<file path="src/rtl/sum_feeder_pkg.sv">
// Shared types and defaults for the sum_feeder stimulus/check stage.
package sum_pkg;

  typedef enum logic [2:0] {
    ST_IDLE,
    ST_GO,
    ST_FEED,
    ST_TERM,
    ST_WAIT,
    ST_REPORT
  } feed_state_t;

  localparam int DEF_WIDTH   = 8;
  localparam int DEF_DEPTH   = 8;
  localparam int DEF_TIMEOUT = 16;

  // Zero ends a stream on the summer's input, so it can never be a data value.
  localparam logic [DEF_WIDTH-1:0] TERM_VAL = '0;

endpackage

</file>
<file path="src/rtl/sum_feeder_if.sv">
// Host + summer signal bundle; master is the host/summer side, slave is sum_feeder.
interface sum_feeder_if #(
  parameter int WIDTH = 8,
  parameter int DEPTH = 8
);
  localparam int CW = $clog2(DEPTH + 1);

  logic             load_en;
  logic [WIDTH-1:0] load_data;
  logic             clear;
  logic             start;
  logic             done;
  logic [WIDTH-1:0] result;
  logic             go_l;
  logic [WIDTH-1:0] inA;
  logic             busy;
  logic [WIDTH-1:0] tb_sum;
  logic             match;
  logic             mismatch;
  logic             timeout;
  logic [CW-1:0]    count;

  modport master (
    output load_en, load_data, clear, start, done, result,
    input  go_l, inA, busy, tb_sum, match, mismatch, timeout, count
  );

  modport slave (
    input  load_en, load_data, clear, start, done, result,
    output go_l, inA, busy, tb_sum, match, mismatch, timeout, count
  );
endinterface

</file>
<file path="src/rtl/sum_feeder_buffer.sv">
// Append-only value buffer with count/full and a combinational read port.
module feed_buffer #(
  parameter int WIDTH = 8,
  parameter int DEPTH = 8
) (
  input  logic                       clk_i,
  input  logic                       rst_i,
  input  logic                       clear_i,
  input  logic                       wr_en_i,
  input  logic [WIDTH-1:0]           wr_data_i,
  input  logic [$clog2(DEPTH+1)-1:0] rd_addr_i,
  output logic [WIDTH-1:0]           rd_data_o,
  output logic [$clog2(DEPTH+1)-1:0] count_o,
  output logic                       full_o
);
  localparam int CW = $clog2(DEPTH + 1);
  localparam int AW = (DEPTH > 1) ? $clog2(DEPTH) : 1;

  logic [WIDTH-1:0] mem_q [DEPTH];
  logic [CW-1:0]    count_q, count_d;
  logic             wr_ok;

  assign full_o  = (count_q == CW'(DEPTH));
  assign wr_ok   = wr_en_i && !full_o && !clear_i;
  assign count_o = count_q;

  always_comb begin
    count_d = count_q;
    if (clear_i)    count_d = '0;
    else if (wr_ok) count_d = count_q + CW'(1);
  end

  always_ff @(posedge clk_i) begin
    if (rst_i) count_q <= '0;
    else       count_q <= count_d;
  end

  // Contents are left unreset; only count defines what is valid.
  always_ff @(posedge clk_i) begin
    if (wr_ok) mem_q[count_q[AW-1:0]] <= wr_data_i;
  end

  always_comb begin
    rd_data_o = '0;
    if (rd_addr_i < CW'(DEPTH)) rd_data_o = mem_q[rd_addr_i[AW-1:0]];
  end
endmodule

</file>
<file path="src/rtl/sum_feeder.sv">
// Streams buffered values to the summer, builds the expected sum, checks the reply.
//   state  | meaning
//   IDLE   | accept load/clear/start from host
//   GO     | go_l low with first value
//   FEED   | remaining values, one per cycle
//   TERM   | zero terminator on inA
//   WAIT   | wait for done or timeout
//   REPORT | one-cycle match/mismatch/timeout pulse
import sum_pkg::*;

module sum_feeder #(
  parameter int WIDTH   = DEF_WIDTH,
  parameter int DEPTH   = DEF_DEPTH,
  parameter int TIMEOUT = DEF_TIMEOUT
) (
  input logic         clock_i,
  input logic         reset_i,
  sum_feeder_if.slave bus
);
  localparam int CW = $clog2(DEPTH + 1);
  localparam int TW = $clog2(TIMEOUT + 1);
  localparam logic [WIDTH-1:0] TV = WIDTH'(TERM_VAL);

  feed_state_t      state_q, state_d;
  logic [CW-1:0]    idx_q, idx_d;
  logic [TW-1:0]    wcnt_q, wcnt_d;
  logic             go_l_q, go_l_d;
  logic [WIDTH-1:0] in_a_q, in_a_d;
  logic [WIDTH-1:0] sum_q, sum_d;
  logic             busy_q, busy_d;
  logic             match_q, match_d;
  logic             mism_q, mism_d;
  logic             tout_q, tout_d;

  logic [CW-1:0]    rd_addr, cnt;
  logic [WIDTH-1:0] rd_data;
  logic             buf_wr, buf_clr, full;

  feed_buffer #(.WIDTH(WIDTH), .DEPTH(DEPTH)) u_buf (
    .clk_i     (clock_i),
    .rst_i     (reset_i),
    .clear_i   (buf_clr),
    .wr_en_i   (buf_wr),
    .wr_data_i (bus.load_data),
    .rd_addr_i (rd_addr),
    .rd_data_o (rd_data),
    .count_o   (cnt),
    .full_o    (full)
  );

  // Outputs are computed for the state being entered so they are registered.
  always_comb begin
    state_d = state_q;
    idx_d   = idx_q;
    wcnt_d  = wcnt_q;
    go_l_d  = 1'b1;
    in_a_d  = TV;
    sum_d   = sum_q;
    match_d = 1'b0;
    mism_d  = 1'b0;
    tout_d  = 1'b0;
    buf_wr  = 1'b0;
    buf_clr = 1'b0;
    rd_addr = '0;

    case (state_q)
      ST_IDLE: begin
        if (bus.start) begin
          state_d = ST_GO;
          go_l_d  = 1'b0;
          in_a_d  = (cnt == '0) ? TV : rd_data;
          sum_d   = '0;
          idx_d   = CW'(1);
        end else if (bus.clear) begin
          buf_clr = 1'b1;
        end else if (bus.load_en && (bus.load_data != TV) && !full) begin
          buf_wr = 1'b1;
        end
      end
      ST_GO: begin
        sum_d   = sum_q + in_a_q;
        rd_addr = CW'(1);
        if (cnt <= CW'(1)) begin
          state_d = ST_TERM;
        end else begin
          state_d = ST_FEED;
          in_a_d  = rd_data;
          idx_d   = CW'(1);
        end
      end
      ST_FEED: begin
        sum_d   = sum_q + in_a_q;
        rd_addr = idx_q + CW'(1);
        if (idx_q == cnt - CW'(1)) begin
          state_d = ST_TERM;
        end else begin
          idx_d  = idx_q + CW'(1);
          in_a_d = rd_data;
        end
      end
      ST_TERM: begin
        state_d = ST_WAIT;
        wcnt_d  = '0;
      end
      ST_WAIT: begin
        if (bus.done) begin
          state_d = ST_REPORT;
          match_d = (bus.result == sum_q);
          mism_d  = (bus.result != sum_q);
        end else if (wcnt_q == TW'(TIMEOUT)) begin
          state_d = ST_REPORT;
          tout_d  = 1'b1;
        end else begin
          wcnt_d = wcnt_q + TW'(1);
        end
      end
      ST_REPORT: state_d = ST_IDLE;
      default:   state_d = ST_IDLE;
    endcase

    busy_d = (state_d != ST_IDLE);
  end

  always_ff @(posedge clock_i) begin
    if (reset_i) begin
      state_q <= ST_IDLE;
      idx_q   <= '0;
      wcnt_q  <= '0;
      go_l_q  <= 1'b1;
      in_a_q  <= '0;
      sum_q   <= '0;
      busy_q  <= 1'b0;
      match_q <= 1'b0;
      mism_q  <= 1'b0;
      tout_q  <= 1'b0;
    end else begin
      state_q <= state_d;
      idx_q   <= idx_d;
      wcnt_q  <= wcnt_d;
      go_l_q  <= go_l_d;
      in_a_q  <= in_a_d;
      sum_q   <= sum_d;
      busy_q  <= busy_d;
      match_q <= match_d;
      mism_q  <= mism_d;
      tout_q  <= tout_d;
    end
  end

  assign bus.go_l     = go_l_q;
  assign bus.inA      = in_a_q;
  assign bus.busy     = busy_q;
  assign bus.tb_sum   = sum_q;
  assign bus.match    = match_q;
  assign bus.mismatch = mism_q;
  assign bus.timeout  = tout_q;
  assign bus.count    = cnt;
endmodule

</file>
<file path="src/flat_wrapper.sv">
// flat-port wrapper written by rule: the top's interface ports become plain ports
module sum_feeder_flat 
#(
  parameter int WIDTH   = DEF_WIDTH,
  parameter int DEPTH   = DEF_DEPTH,
  parameter int TIMEOUT = DEF_TIMEOUT
)
  (clock_i, reset_i, bus_load_en, bus_load_data, bus_clear, bus_start, bus_done, bus_result, bus_go_l, bus_inA, bus_busy, bus_tb_sum, bus_match, bus_mismatch, bus_timeout, bus_count);
  sum_feeder_if #(.WIDTH(WIDTH), .DEPTH(DEPTH)) bus_i ();
  input logic clock_i;
  input logic reset_i;
  input wire logic [$bits(bus_i.load_en)-1:0] bus_load_en;
  input wire logic [$bits(bus_i.load_data)-1:0] bus_load_data;
  input wire logic [$bits(bus_i.clear)-1:0] bus_clear;
  input wire logic [$bits(bus_i.start)-1:0] bus_start;
  input wire logic [$bits(bus_i.done)-1:0] bus_done;
  input wire logic [$bits(bus_i.result)-1:0] bus_result;
  output wire logic [$bits(bus_i.go_l)-1:0] bus_go_l;
  output wire logic [$bits(bus_i.inA)-1:0] bus_inA;
  output wire logic [$bits(bus_i.busy)-1:0] bus_busy;
  output wire logic [$bits(bus_i.tb_sum)-1:0] bus_tb_sum;
  output wire logic [$bits(bus_i.match)-1:0] bus_match;
  output wire logic [$bits(bus_i.mismatch)-1:0] bus_mismatch;
  output wire logic [$bits(bus_i.timeout)-1:0] bus_timeout;
  output wire logic [$bits(bus_i.count)-1:0] bus_count;
  assign bus_i.load_en = bus_load_en;
  assign bus_i.load_data = bus_load_data;
  assign bus_i.clear = bus_clear;
  assign bus_i.start = bus_start;
  assign bus_i.done = bus_done;
  assign bus_i.result = bus_result;
  assign bus_go_l = bus_i.go_l;
  assign bus_inA = bus_i.inA;
  assign bus_busy = bus_i.busy;
  assign bus_tb_sum = bus_i.tb_sum;
  assign bus_match = bus_i.match;
  assign bus_mismatch = bus_i.mismatch;
  assign bus_timeout = bus_i.timeout;
  assign bus_count = bus_i.count;
  sum_feeder #(.WIDTH(WIDTH), .DEPTH(DEPTH), .TIMEOUT(TIMEOUT)) u_core (.clock_i(clock_i), .reset_i(reset_i), .bus(bus_i));
endmodule
</file>
<file path="config.mk">
export PLATFORM = sky130hd
export DESIGN_NAME = sum_feeder_flat
export DESIGN_NICKNAME = d
export VERILOG_FILES = /design/src/rtl/sum_feeder_pkg.sv /design/src/rtl/sum_feeder_if.sv /design/src/rtl/sum_feeder_buffer.sv /design/src/rtl/sum_feeder.sv /design/src/flat_wrapper.sv
export SDC_FILE = /design/constraint.sdc
export NUM_CORES = 1
export LEC_CHECK = 0
export BUFFER_PORTS_ARGS = -buffer_cell sky130_fd_sc_hd__buf_2
export CORE_MARGIN = 4
export CORE_UTILIZATION = 45
export CTS_CLUSTER_DIAMETER = 40
export DETAILED_ROUTE_END_ITERATION = 7
export SKIP_CTS_REPAIR_TIMING = 1
export SYNTH_ARGS = -nofsm -noshare
export SYNTH_HDL_FRONTEND = slang
export SYNTH_SLANG_ARGS = --single-unit
</file>
<file path="constraint.sdc">
create_clock -name clock_i -period 5.66 [get_ports clock_i]
set_input_delay 0.849 -clock clock_i [delete_from_list [all_inputs] [get_ports clock_i]]
set_output_delay 0.849 -clock clock_i [all_outputs]
set_load 0.02 [all_outputs]
</file>
**Word-level counts from Yosys, hierarchy flattened**

Memory sizes are Yosys's and may differ from the RTL's.
Cells that the tools add are included.

- Add/sub/neg operators: 5
- $lt $le $gt $ge: 2
- Equal/unequal tests: 14
- Muxes and demuxes: 33
- Bitwise gates (word level): 3
- Reductions and logical operators: 21

Operator list:

| cell | count |
|---|---|
| $mux W8 | 6 |
| $pmux W8 S3 | 1 |
| $pmux W8 S2 | 1 |
| $pmux W3 S5 | 1 |
| $mux W1 | 12 |
| $mux W3 | 4 |
| $mux W4 | 3 |
| $pmux W4 S3 | 1 |
| $mux W5 | 2 |
| $ne A2 B2 Y1 const B | 5 |
| $pmux W5 S2 | 1 |
| $add A4 B1 Y4 const B | 2 |
| $add A8 B8 Y8 | 1 |
| $eq A8 B8 Y1 | 1 |
| $ne A8 B8 Y1 | 1 |
| $pmux W4 S2 | 1 |
| $reduce_bool A8 Y1 | 1 |
| $eq A3 B2 Y1 const B | 2 |
| $reduce_bool A3 Y1 | 2 |
| $reduce_or A2 Y1 | 3 |
| $reduce_or A3 Y1 | 2 |
| $add A5 B1 Y5 const B | 1 |
| $eq A5 B5 Y1 const B | 1 |
| $eq A4 B4 Y1 | 1 |
| other kinds (15) | 22 |

- Register bits: 37
- Memory bits (writable): 64
- Output and inout bits: 25
- Word-level logic and storage cells: 90
- Memories kept: 1

Memories:

| name | depth | bits a word | rd ports | clocked after memory_dff | wr ports | line | text |
|---|---|---|---|---|---|---|---|
| u_core.u_buf.mem_q | 8 | 8 | 1 | 0 | 1 | sum_feeder_buffer.sv:19 | `logic [WIDTH-1:0] mem_q [DEPTH];` |

**Logic depth before layout (Yosys ltp)**

Gate-level depths: netlist of run 1.

- Word-level depth: 11
- Gate-level depth with buffers: 8
- Depth with buffers taken out: 7

**Modules after synthesis**

From an unflattened synthesis of run 1, not the netlist that was laid out.

- Cell total of the unflattened synthesis: 353
- Area, all modules: 4624.4 µm²

By module, submodules not included:

| module | times used | cells each | area an instance (µm²) | seq. area each (µm²) |
|---|---|---|---|---|
| feed_buffer | 1 | 144 | 2762.6 | 2001.9 |
| sum_feeder | 1 | 209 | 1861.8 | 660.6 |

**Worst setup path after synthesis of run 1**

Ideal clock, no wire load.

- Kind: flip-flop to flip-flop
- Start point: reg u_core.u_buf.count_q[0] (netlist: u_core.u_buf.count_o[0])
- End point: mem u_core.u_buf.mem_q[4][0] (enable)
- Setup time: 0.395 ns
- Arrival time: 2.605 ns
- Required time: 5.265 ns
- Path slack: 2.661 ns
- Cell stages (with the launch flop): 7
- Path through: dfxtp_1 > clkbuf_1 > inv_1 > ha_1 > a311oi_1 > nand3_1 > nor4_1

- Longest elaborated chain between the ends: 11

RTL lines:

| what | line | text |
|---|---|---|
| start, declared | sum_feeder_buffer.sv:20 | `logic [CW-1:0] count_q, count_d;` |
| start signal, assigned | sum_feeder_buffer.sv:35 | `else count_q <= count_d;` |
| $eq A4 B4 Y1 | sum_feeder_buffer.sv:23 | `assign full_o = (count_q == CW'(DEPTH));` |
| $logic_not A1 Y1 | sum_feeder_buffer.sv:24, sum_feeder.sv:76 |  |
| $logic_and A1 B1 Y1 | sum_feeder.sv:76 | `end else if (bus.load_en && (bus.load_data != TV) && !full) begin` |
| $mux W1 | sum_feeder.sv:76 |  |
| $mux W1 | sum_feeder.sv:74 | `end else if (bus.clear) begin` |
| $mux W1 | sum_feeder.sv:68 | `if (bus.start) begin` |
| $mux W1 | sum_feeder.sv:66 | `case (state_q)` |
| $logic_and A1 B1 Y1 (2 in series) | sum_feeder_buffer.sv:24 | `assign wr_ok = wr_en_i && !full_o && !clear_i;` |
| $mux W1 | sum_feeder_buffer.sv:40 | `if (wr_ok) mem_q[count_q[AW-1:0]] <= wr_data_i;` |
| $mux W1 (implied by the code) | sum_feeder_buffer.sv:40 |  |
| end, declared | sum_feeder_buffer.sv:19 |  |

Several ways; a longest one is shown, not always the timed one.

**Worst setup path in the final report of run 1**

- Start point: reg u_core.u_buf.count_q[0] (netlist: u_core.u_buf.count_o[0])
- End point: mem u_core.u_buf.mem_q[5][7] (enable)

Same word-level chain as after synthesis.

==> metrics.sh, run 1 <==
DP_CELLS=510
VIA_PER_INST=5.452
SYNTH_EDF_COUNT=64
DRT.ANTENNA.VIOLATING_NETS=0
CLOCKROOTBUFFER='sky130_fd_sc_hd__clkbuf_8'
CLK_TRANSITION_REPORTED_PATHS_NS=0.11
SLEW-LIMIT-HEADROOM=0.2149
HOLD_SLACK_NS=0.5372
FINAL.MIN_CLOCK_PERIOD_NS=3.242
POSTLAYOUTSETUPSLACKWORST_NS=2.418
NUMCTSBUFFERS=9
CLOCK_PATH_BUFFERS=2
POST_SYNTH_INSTANCE_AREA_SQ_UM=4617
DIODES=0
POST-PLACE-WS_NS=2.402
SYNTH-WARNING-COUNT=0
DRT-INITIAL-DRC-COUNT=120
FMAX_MHz=308.4
SETUP.WORST_PATH.START_CLASS='flip-flop'
WORSTMARGINPINSLEW_NS=1.169
TRITONCTS_SINKS=101
CAP_VIOL_MAX_COUNT=0
AREA.SEQUENTIAL_SQ_UM=2663
FIRST_GLOBAL_VIAS=2827
TIMING.FINAL.SETUP_VIOLATIONS=0
FLOORPLAN.ROWS=36
DRIVE_GT1_FRAC=0.2036
POSTSYNTHNETCOUNT=380
FINALWEIGHTEDCONGESTION=0.8424
SYNTH_TOP_AREA_FRAC=0.4163
STDCELL_COUNT=526
MAX-VDD-IR-DROP_mV=0.1909
POWER_uW=1568
SEQ_POWER_SHARE=0.529
DRT_FIRST_PASS_ITERS=4
IO_BUFFER_COUNT=46
MULTIINPUTGATEAREA_SQ_UM=1847
DIE_AREA_SQ_UM=11940
REQUIRED_WORST_ENDPOINT_NS=5.65
SYNTH_SEQ_CELLS=101
CORE_REGION_SQ_UM=9864
SYNTHTOPCELLSBYAREA='sky130_fd_sc_hd__edfxtp_1 42%, sky130_fd_sc_hd__dfxtp_1 16%, sky130_fd_sc_hd__mux4_1 6.3%, sky130_fd_sc_hd__ha_1 3.8%, sky130_fd_sc_hd__xnor2_1 3.4%'
RSZ_0062_RAISED_AFTER_GLOBAL_ROUTING='false'
BOUNDARYPINS=47
SYNTHTOLAYOUTAREAGROWTH_PCT=11.46
TIMING.CLOCK.SKEW_NS=0.02456
FINALWIRELENGTH_UM=8933
CELLLEAKAGEPOWER_uW=0.001964
SYNTH-MAIN-FF-CELL='sky130_fd_sc_hd__edfxtp_1'
FINAL.PERIOD_UTILIZATION=0.5728
LEADING_CELL_TYPE_IN_THE_LAYOUT_FILL_AND_TAPS_EXCLUDED='sky130_fd_sc_hd__edfxtp_1'
SETUP_TNS_NS=0
HP-CLASS='flip-flop to flip-flop'
DESIGN.FINAL.NETS=425
SYNTH_SEQUENTIAL_AREA_RATIO=0.5767
COMBINATIONALPOWERSHARE=0.188
GRT_ANTENNA_BEFORE_REPAIR=0
SYNTH_TOP_CELL_BY_AREA='sky130_fd_sc_hd__edfxtp_1'
SETUP.WORST_PATH.END_CLASS='flip-flop'
WORST-PATH-MAX-FANOUT=11
CLOCKPOWERSHARE=0.283
POWER_DENSITY_nW_PER_UM2=304.7
DIE_W_UM=109.3
NFILLCELLS=848
DIE_HEIGHT_UM=109.3
INITIAL_UTILIZATION=0.4680
CTS.HTREE.LEVELS=3
WORSTSKEWPAIRLATENCY_NS=0.38
SYN_AVG_CELL_AREA_SQ_UM=13.46
CRITICALPATHCATEGORY='flip-flop to flip-flop'
GRT_PASS1_WL_UM=14350
NUMBER_OF_DISTINCT_STANDARD_CELLS_REFERENCED_BY_THE_SYNTHESIZED_NETLIST=61
DRC_ERRORS=0
SLEW_VIOL_FINAL=0
SYNTH_CELLS=343
CRIT_ARRIVAL_NS=3.23
GRT_OVERFLOW_TOTAL=0
POWER.SHARE.SWITCHING=0.2968
INTERNAL_POWER_uW=1103
NET_SWITCHING_POWER_FIGURE_uW=465.3
POST_DRT_WL_PER_CELL_UM=16.98
NUM_VIAS=2868
TIMING_HOLD_VIOLATIONS_FINAL=0
RUN_STATUS='finished clean'
CTS_TREE='built'
DPL.HPWL_UM=6456
GRT_START_MAX_NET_PINS=20
ASYNC_RESET_FF_FRAC=0
HIGHEST_COUNT_CELLS_IN_THE_LAYOUT_IGNORING_FILL_AND_TAPS='64 x sky130_fd_sc_hd__edfxtp_1, 46 x sky130_fd_sc_hd__buf_2, 37 x sky130_fd_sc_hd__dfxtp_1, 32 x sky130_fd_sc_hd__nor2_1, 18 x sky130_fd_sc_hd__xnor2_1'
GRT_UTIL_ALL_LAYERS=0.1578
[cells in the mapped netlist, drive strengths merged, types with 3 or more instances]
cell and count:
a211oi 5, nand4 6, clkbuf 6, o211ai 3, xnor2 18, edfxtp 64, xor2 8, nand3 7
or3b 3, a22oi 5, a21o 3, nor3 9, mux2i 10, inv 11, buf 7, nand2 17
o21ai 4, ha 14, nor4 8, dfxtp 37, or4b 3, a311oi 3, mux4 14, a21oi 12
nor2 32, and2 3
[through the flow]
stage               cell area, sq um    util
finish                          5146  0.5217
global route                    5146  0.5217
CTS                             5146  0.5217
detailed placement              4955  0.5023
global placement                4955  0.5023
floorplan                       4617       -
[area by class of cell]
| class | instances | area share |
|---|---|---|
| clock inverters | 7 | 0.01313 |
| inverters | 11 | 0.008023 |
| flip-flops and latches | 101 | 0.5174 |
| repair buffers | 47 | 0.04619 |
| multi-input cells | 218 | 0.3589 |
| well taps | 133 | 0.03234 |
| clock buffers | 9 | 0.02407 |
[per-layer routing]
layer | vias up | share of wire | global-route usage
met1 | 1393 | 0.47 | 0.2134
met3 | 5 | 0.051 | 0.03641
met2 | 61 | 0.47 | 0.2535
li1 | 1409 | - | -
met5 | - | 0 | 0
met4 | 0 | 0.0081 | 0.05076
[sequential cells by signal (all words and copies together) (netlist names)]
signal                cells
u_core.state_q            3
u_core.wcnt_q             5
u_core.bus.match          1
u_core.u_buf.count_o      4
u_core.bus.inA            8
u_core.u_buf.mem_q       64
u_core.bus.timeout        1
u_core.bus.mismatch       1
u_core.bus.busy           1
u_core.bus.tb_sum         8
u_core.idx_q              4
u_core.bus.go_l           1
[worst max-delay path, cell delays in order (launching register included)]
cell                       delay, ns
sky130_fd_sc_hd__dfxtp_1        0.57
sky130_fd_sc_hd__inv_1          0.22
sky130_fd_sc_hd__ha_1           0.27
sky130_fd_sc_hd__a311oi_1       0.42
sky130_fd_sc_hd__nand3_1        0.35
sky130_fd_sc_hd__nor3_1         1.03
[kinds of logic (layout without fill, tap and decap cells)]
| logic type | Yosys count | in the layout | share of synthesized area |
|---|---|---|---|
| compound gates | 48 | 48 | 0.07860 |
| flops | 101 | 101 | 0.5767 |
| simple gates | 103 | 103 | 0.1233 |
| xor+xnor | 26 | 26 | 0.04932 |
| buf+inv | 24 | 74 | 0.02602 |
| mux | 26 | 26 | 0.1038 |
| fa+ha+maj | 15 | 15 | 0.04228 |
[path summary, 6_finish.rpt]
| check | slack, ns | cells past startpoint | start | end |
|---|---|---|---|---|
| worst max register to register | 2.42 | 5 | u_core.u_buf.count_o[0] | u_core.u_buf.mem_q[5][7] |
| worst max-delay path | 2.42 | 5 | u_core.u_buf.count_o[0] | u_core.u_buf.mem_q[5][7] |
| worst min register to register | 0.54 | 2 | u_core.wcnt_q[4] | u_core.wcnt_q[4] |
| worst min-delay path | 0.54 | 2 | u_core.wcnt_q[4] | u_core.wcnt_q[4] |
[power by group through the flow]
stage                     sequential [uW]  clock [uW]  combinational, uW
after floorplan                       843           0                237
after global placement                846           0                295
after detailed placement              846           0                297
after CTS                             830         457                298
after global routing                  834         482                322
final                                 829         444                295
(Power assumes the default switching activity.)
==> run 2, diff against run 1 <==
Settings changed: ABC_AREA from default to 1, PLACE_DENSITY from default to 0.66.
Clock period 5.66 ns to 2.71 ns, I/O delays scaled along.
==> metrics.sh, run 2 <==
FINALWEIGHTEDCONGESTION=0.8205
CLK_TRANSITION_REPORTED_PATHS_NS=0.11
GRT_PASS1_WL_UM=17750
SETUP_SLACK_OF_THE_MOST_CRITICAL_REG_TO_REG_PATH_NS=0.19
DIODES=0
POSTLAYOUTSETUPSLACKWORST_NS=0.1900
DIE_AREA_SQ_UM=12690
POST_DP_CELL_AREA_SQ_UM=5300
SYNTH_TOP_CELL_BY_AREA='sky130_fd_sc_hd__edfxtp_1'
CLOCKPOWERSHARE=0.308
POSTSYNTHNETCOUNT=608
CORE_REGION_SQ_UM=10510
REQUIRED_WORST_ENDPOINT_NS=2.72
SETUP.WORST_PATH.START_CLASS='flip-flop'
POST_DRT_WL_PER_CELL_UM=14.07
FINAL.MIN_CLOCK_PERIOD_NS=2.520
POWER_uW=3419
NET_SWITCHING_POWER_FIGURE_uW=1085
DRT.ANTENNA.VIOLATING_NETS=0
R2R_START='u_core.u_buf.count_o[0]'
VIA_PER_INST=4.979
INTERNAL_POWER_uW=2334
HP-CLASS='primary input to flip-flop'
SYNTH-WARNING-COUNT=0
SYNTHTOPCELLSBYAREA='sky130_fd_sc_hd__edfxtp_1 39%, sky130_fd_sc_hd__dfxtp_1 15%, sky130_fd_sc_hd__nand2_1 11%, sky130_fd_sc_hd__inv_1 7.5%, sky130_fd_sc_hd__nand3_1 6.6%'
GRT_UTIL_ALL_LAYERS=0.1757
FINAL.PERIOD_UTILIZATION=0.9299
WORST_SETUP_PATH_STARTPOINT='u_core.u_buf.count_o[0]'
INITIAL_UTILIZATION=0.4691
SYNTH_CELLS=571
TIMING.FINAL.SETUP_VIOLATIONS=0
TIMING_HOLD_VIOLATIONS_FINAL=0
CTS.HTREE.LEVELS=3
R2R-END='u_core.u_buf.mem_q[0][6]'
DESIGN.FINAL.NETS=660
NUM_VIAS=3804
FINISH.INSTANCE_AREA_SQ_UM=5522
SYNTH_TOP_AREA_FRAC=0.3898
GRT_ANTENNA_BEFORE_REPAIR=0
LEADING_CELL_TYPE_IN_THE_LAYOUT_FILL_AND_TAPS_EXCLUDED='sky130_fd_sc_hd__nand2_1'
GRT_OVERFLOW_TOTAL=0
WORSTSKEWPAIRLATENCY_NS=0.38
SYNTH-MAIN-FF-CELL='sky130_fd_sc_hd__edfxtp_1'
NUMCTSBUFFERS=9
SYNTHTOLAYOUTAREAGROWTH_PCT=12.01
COMBINATIONALPOWERSHARE=0.189
SEQ_POWER_SHARE=0.503
WORSTMARGINPINSLEW_NS=0.6939
DIE_W_UM=112.7
ASYNC_RESET_FF_FRAC=0
CRIT_ARRIVAL_NS=2.53
DRT_FIRST_PASS_ITERS=5
CLOCKROOTBUFFER='sky130_fd_sc_hd__clkbuf_8'
CLOCK_PATH_BUFFERS=2
GRT_START_MAX_NET_PINS=42
CRIT_PATH_MAX_INCR_DELAY_NS=0.57
TRITONCTS_SINKS=101
SLEW-LIMIT-HEADROOM=0.5357
NUMBER_OF_DISTINCT_STANDARD_CELLS_REFERENCED_BY_THE_SYNTHESIZED_NETLIST=34
POWER_DENSITY_nW_PER_UM2=619.2
DRT-INITIAL-DRC-COUNT=280
SYNTH_EDF_COUNT=64
CRITICALPATHCATEGORY='flip-flop to flip-flop'
FINALWIRELENGTH_UM=10750
CRITICAL_PATH.CELL_CHAIN='inv_1 > ha_1 > nand3_1 > nand3b_1 > inv_1 > nand3_1 > inv_1 > nand2_1 > nor2_1'
DPL.HPWL_UM=7816
BOUNDARYPINS=47
WORST-PATH-MAX-FANOUT=8
YS_TOP_CELLS_BY_COUNT='145 x sky130_fd_sc_hd__nand2_1, 99 x sky130_fd_sc_hd__inv_1, 65 x sky130_fd_sc_hd__nand3_1'
POST_SYNTH_INSTANCE_AREA_SQ_UM=4930
CRITPATHMOSTFREQUENTCELL='sky130_fd_sc_hd__inv_1'
MIN_DELAY_PATH_DEPTH=2
FINAL_CORE_UTILIZATION=0.5254
SYN_AVG_CELL_AREA_SQ_UM=8.633
SETUP.WORST_PATH.END_CLASS='flip-flop'
SYNTH.MOST_COMMON_CELL='sky130_fd_sc_hd__nand2_1'
CAP_VIOL_MAX_COUNT=0
DRC_ERRORS=0
LARGEST_REGISTER_FFS=64
IO_BUFFER_COUNT=46
RUN_STATUS='finished clean'
FIRST_GLOBAL_VIAS=3576
CELLLEAKAGEPOWER_uW=0.002611
DRIVE_GT1_FRAC=0.1401
SYNTH_SEQ_CELLS=101
FLOORPLAN.ROWS=37
TIMING.CLOCK.SKEW_NS=0.01894
MAX-VDD-IR-DROP_mV=0.2783
POWER.SHARE.SWITCHING=0.3173
SYNTH_SEQUENTIAL_AREA_RATIO=0.5401
CRITICAL_PATH.ENDPOINT='u_core.u_buf.mem_q[0][6]'
RSZ_0062_RAISED_AFTER_GLOBAL_ROUTING='true'
WORST-R2R-CELL-COUNT=9
SETUP_TNS_NS=0
DIE_HEIGHT_UM=112.7
FMAX_MHz=396.8
POST-PLACE-WS_NS=0.2577
HIGHEST_COUNT_CELLS_IN_THE_LAYOUT_IGNORING_FILL_AND_TAPS='145 x sky130_fd_sc_hd__nand2_1, 99 x sky130_fd_sc_hd__inv_1, 65 x sky130_fd_sc_hd__nand3_1, 64 x sky130_fd_sc_hd__edfxtp_1, 46 x sky130_fd_sc_hd__buf_2'
CRIT_SLOWEST_CELL='sky130_fd_sc_hd__nor2_1'
SLEW_VIOL_FINAL=0
CTS_TREE='built'
## run 2: cell types whose count changed after synthesis, moves of 6 or more
cell,before,now
sky130_fd_sc_hd__nand2_1,16,145
sky130_fd_sc_hd__inv_1,8,99
sky130_fd_sc_hd__nand3_1,7,65
sky130_fd_sc_hd__xnor2_1,18,4
sky130_fd_sc_hd__a21oi_1,12,24
sky130_fd_sc_hd__mux4_1,11,0
sky130_fd_sc_hd__mux2i_1,10,0
sky130_fd_sc_hd__nor2_1,32,41
sky130_fd_sc_hd__nor3_1,9,2
sky130_fd_sc_hd__o211ai_1,2,9
sky130_fd_sc_hd__nand4_1,6,12
sky130_fd_sc_hd__o21ai_0,2,8
## run 2: cell families after synthesis
| logic type | after synthesis | share of synthesized area |
|---|---|---|
| buf+inv | 116 | 0.09645 |
| compound gates | 45 | 0.05178 |
| simple gates | 285 | 0.2561 |
| flops | 101 | 0.5401 |
| fa+ha+maj | 15 | 0.03959 |
| xor+xnor | 9 | 0.01599 |
## run 2: final cells by class
| cell class | count | area [sq um] |
|---|---|---|
| inverter | 104 | 392.9 |
| fill | 976 | 4987 |
| clock buffer | 9 | 123.9 |
| timing repair buffer | 53 | 282.8 |
| sequential | 101 | 2663 |
| multi-input combinational | 354 | 1792 |
| clock inverter | 7 | 97.59 |
| tap | 136 | 170.2 |
## run 2: how the worst min path moves through the flow
stage | from | slack (ns) | endpoint
finish | bus_done | 0.21 | u_core.bus.timeout
global route | bus_done | 0.21 | u_core.bus.timeout
CTS | bus_done | 0.20 | u_core.bus.timeout
detailed placement | u_core.wcnt_q[0] | 0.47 | u_core.wcnt_q[0]
global placement | u_core.wcnt_q[0] | 0.45 | u_core.wcnt_q[0]
floorplan | u_core.wcnt_q[0] | 0.43 | u_core.wcnt_q[0]
## run 2: worst max-delay path: cells and delay by family, from the launching register on
kind,cells,cell delay (ns)
simple gates,5,1.04
flops,1,0.47
buf+inv,3,0.40
fa+ha+maj,1,0.24
## run 2: routing by layer
metal | track usage | up-vias | part of all wire
li1 | - | 1946 | -
met1 | 0.2404 | 1745 | 0.47
met2 | 0.2891 | 103 | 0.47
met3 | 0.03342 | 10 | 0.051
met4 | 0.04247 | 0 | 0.012
met5 | 0 | - | 0
## run 2: power groups by stage
stage | logic [uW] | registers (uW) | clock network, uW
finish | 645 | 1720 | 1050
global route | 736 | 1730 | 1140
detailed placement | 644 | 1760 | 0
CTS | 647 | 1720 | 1070
floorplan | 478 | 1770 | 0
global placement | 639 | 1750 | 0
## run 2: stage by stage
| stage | hold WS [ns] | cells |
|---|---|---|
| after floorplan | 0.4312 | 571 |
| after global placement | 0.4490 | 748 |
| after detailed placement | 0.4654 | 748 |
| after CTS | 0.2009 | 764 |
| after global routing | 0.2061 | 764 |
| final | 0.2145 | 764 |
==> run 3, diff against run 2 <==
--- a/config.mk
+++ b/config.mk
@@ -9,3 +9,3 @@
 export BUFFER_PORTS_ARGS = -buffer_cell sky130_fd_sc_hd__buf_2
-export CORE_MARGIN = 4
+export CORE_MARGIN = 2
 export CORE_UTILIZATION = 45
--- a/constraint.sdc
+++ b/constraint.sdc
@@ -3,2 +3,2 @@
 set_output_delay 0.4065 -clock clock_i [all_outputs]
-set_load 0.02 [all_outputs]
+set_load 0.01 [all_outputs]
==> metrics.sh, run 3 (same netlist as run 2, synthesis figures left out) <==
WORSTSKEWPAIRLATENCY_NS=0.37
INTERNAL_POWER_uW=2279
MIN_DELAY_PATH_DEPTH=2
NUMCTSBUFFERS=9
POST_DRT_WL_PER_CELL_UM=13.66
DIE_W_UM=108.7
DIODES=0
GRT_START_MAX_NET_PINS=42
CRITICAL_PATH_BUF_INV_COUNT=4
CLOCKPOWERSHARE=0.286
POWER_DENSITY_nW_PER_UM2=597.7
FINAL_CORE_UTILIZATION=0.5130
DP_CELLS=753
DIE_HEIGHT_UM=108.7
CLK_TRANSITION_REPORTED_PATHS_NS=0.10
CLOCK_PATH_BUFFERS=2
MULTIINPUTGATEAREA_SQ_UM=1792
SLEW-LIMIT-HEADROOM=0.6374
DRT_FIRST_PASS_ITERS=4
FINALWIRELENGTH_UM=10510
SLEW_VIOL_FINAL=0
DRC_ERRORS=0
SETUP.WORST_PATH.END_CLASS='flip-flop'
MAX-VDD-IR-DROP_mV=0.2915
FINALWEIGHTEDCONGESTION=0.9266
CRITICALPATHCATEGORY='flip-flop to flip-flop'
DRT.ANTENNA.VIOLATING_NETS=0
DRIVE_GT1_FRAC=0.1415
FINAL.MIN_CLOCK_PERIOD_NS=2.192
RSZ_0062_RAISED_AFTER_GLOBAL_ROUTING='false'
DRT-INITIAL-DRC-COUNT=335
GRT_OVERFLOW_TOTAL=0
CRIT_SLOWEST_CELL='sky130_fd_sc_hd__dfxtp_1'
DESIGN.FINAL.NETS=661
SETUP_SLACK_OF_THE_MOST_CRITICAL_REG_TO_REG_PATH_NS=0.52
BOUNDARYPINS=47
POWER_uW=3295
CRIT_ARRIVAL_NS=2.28
CTS.HTREE.LEVELS=3
HIGHEST_COUNT_CELLS_IN_THE_LAYOUT_IGNORING_FILL_AND_TAPS='145 x sky130_fd_sc_hd__nand2_1, 99 x sky130_fd_sc_hd__inv_1, 65 x sky130_fd_sc_hd__nand3_1, 64 x sky130_fd_sc_hd__edfxtp_1, 46 x sky130_fd_sc_hd__buf_2'
HP-CLASS='primary input to flip-flop'
IO_BUFFER_COUNT=46
CTS_TREE='built'
LEADING_CELL_TYPE_IN_THE_LAYOUT_FILL_AND_TAPS_EXCLUDED='sky130_fd_sc_hd__nand2_1'
MIN_TO='u_core.bus.timeout'
LARGEST_REGISTER_FFS=64
CRIT_PATH_MAX_INCR_DELAY_NS=0.47
CRITPATHMOSTFREQUENTCELL='sky130_fd_sc_hd__inv_1'
AREA.SEQUENTIAL_SQ_UM=2663
FMAX_MHz=456.2
SETUP.WORST_PATH.START_CLASS='flip-flop'
SYNTHTOLAYOUTAREAGROWTH_PCT=11.83
WORSTMARGINPINSLEW_NS=0.5403
CAP_VIOL_MAX_COUNT=0
CELLLEAKAGEPOWER_uW=0.002605
GRT_UTIL_ALL_LAYERS=0.1872
SEQ_POWER_SHARE=0.522
TIMING.CLOCK.SKEW_NS=0.01095
HOLD_PATH_ORIGIN='bus_done'
R2R-END='u_core.u_buf.mem_q[1][6]'
CORE_REGION_SQ_UM=10750
FLOORPLAN.ROWS=38
NUM_VIAS=3819
CLOCKROOTBUFFER='sky130_fd_sc_hd__clkbuf_8'
FIRST_GLOBAL_VIAS=3454
WORST-R2R-CELL-COUNT=10
CRIT_FAMILY='simple AND/OR/NAND/NOR gates'
GRT_ANTENNA_BEFORE_REPAIR=0
CRITICAL_PATH.CELL_CHAIN='inv_1 > ha_1 > nand3_1 > nand3b_1 > inv_1 > nand3_1 > inv_1 > nand2_1 > nor2_1 > buf_4'
POWER.SHARE.SWITCHING=0.3084
TIMING_HOLD_VIOLATIONS_FINAL=0
TIMING.FINAL.SETUP_VIOLATIONS=0
DIE_AREA_SQ_UM=11810
GRT_PASS1_WL_UM=16740
COMBINATIONALPOWERSHARE=0.192
VIA_PER_INST=4.966
DPL.HPWL_UM=7659
RUN_STATUS='finished clean'
STDCELL_COUNT=769
FINAL.PERIOD_UTILIZATION=0.8089
NFILLCELLS=995
NET_SWITCHING_POWER_FIGURE_uW=1016
WORST-PATH-MAX-FANOUT=8
SETUP_TNS_NS=0
REQUIRED_WORST_ENDPOINT_NS=2.79
R2R_START='u_core.u_buf.count_o[0]'
INITIAL_UTILIZATION=0.4588
TRITONCTS_SINKS=101
[run 3: cell types whose count changed in the layout (fill, tap and decap cells not counted)]
| cell | previous run | this run |
|---|---|---|
| sky130_fd_sc_hd__inv_6 | 0 | 1 |
| sky130_fd_sc_hd__inv_4 | 1 | 2 |
| sky130_fd_sc_hd__clkinv_8 | 1 | 0 |
| sky130_fd_sc_hd__buf_4 | 7 | 8 |
| sky130_fd_sc_hd__clkinvlp_4 | 0 | 1 |
| sky130_fd_sc_hd__bufinv_16 | 1 | 0 |
| sky130_fd_sc_hd__clkbuf_16 | 0 | 1 |
| sky130_fd_sc_hd__inv_8 | 3 | 1 |
[run 3: layout make-up]
type	instances	share of cell area
Inverter	104	0.07127
Multi-Input combinational cell	354	0.3250
Clock buffer	10	0.02701
Timing Repair Buffer	54	0.05266
Clock inverter	6	0.009305
Tap cell	140	0.03177
Sequential cell	101	0.4830
[run 3: worst max path at each step]
| stage | slack [ns] | start | end | depth (start not counted) |
|---|---|---|---|---|
| after floorplan | 0.55 | u_core.u_buf.count_o[0] | u_core.u_buf.mem_q[3][0] | 9 |
| after detailed placement | 0.56 | u_core.u_buf.count_o[0] | u_core.u_buf.mem_q[1][6] | 10 |
| after CTS | 0.53 | u_core.u_buf.count_o[0] | u_core.u_buf.mem_q[1][6] | 10 |
| final | 0.52 | u_core.u_buf.count_o[0] | u_core.u_buf.mem_q[1][6] | 10 |
| after global routing | 0.31 | u_core.u_buf.count_o[0] | u_core.u_buf.mem_q[5][1] | 10 |
| after global placement | 0.65 | u_core.u_buf.count_o[0] | u_core.u_buf.mem_q[6][1] | 10 |
[run 3: worst register-to-register path, stage by stage, from the launching register on]
cell and delay (ns):
sky130_fd_sc_hd__dfxtp_1 0.47, sky130_fd_sc_hd__inv_1 0.17, sky130_fd_sc_hd__ha_1 0.25, sky130_fd_sc_hd__nand3_1 0.08, sky130_fd_sc_hd__nand3b_1 0.08, sky130_fd_sc_hd__inv_1 0.09, sky130_fd_sc_hd__nand3_1 0.19, sky130_fd_sc_hd__inv_1 0.12
sky130_fd_sc_hd__nand2_1 0.14, sky130_fd_sc_hd__nor2_1 0.14, sky130_fd_sc_hd__buf_4 0.18
[run 3: per-layer routing]
metal | track usage | routed length [um] | vias up
met4 | 0.06044 | 110 | 0
li1 | - | - | 1952
met2 | 0.3134 | 5088 | 112
met3 | 0.03646 | 602 | 8
met1 | 0.2451 | 4708 | 1747
met5 | 0 | 0 | -
[run 3: metrics by stage]
step	hold slack [ns]	instance area [sq um]	setup slack, ns
final	0.2189	5513	0.5178
after global routing	0.2131	5513	0.3129
after CTS	0.2084	5513	0.5330
after detailed placement	0.4539	5313	0.5561
after global placement	0.4487	5313	0.6470
after floorplan	0.4312	4930	0.5529
[run 3: power by group through the flow]
stage	clock network, uW	registers [uW]	logic (uW)
2_1_floorplan	0	1760	478
3_3_place_gp	0	1750	624
3_5_place_dp	0	1750	632
4_1_cts	969	1720	634
5_1_grt	1040	1730	713
6_report	942	1720	634
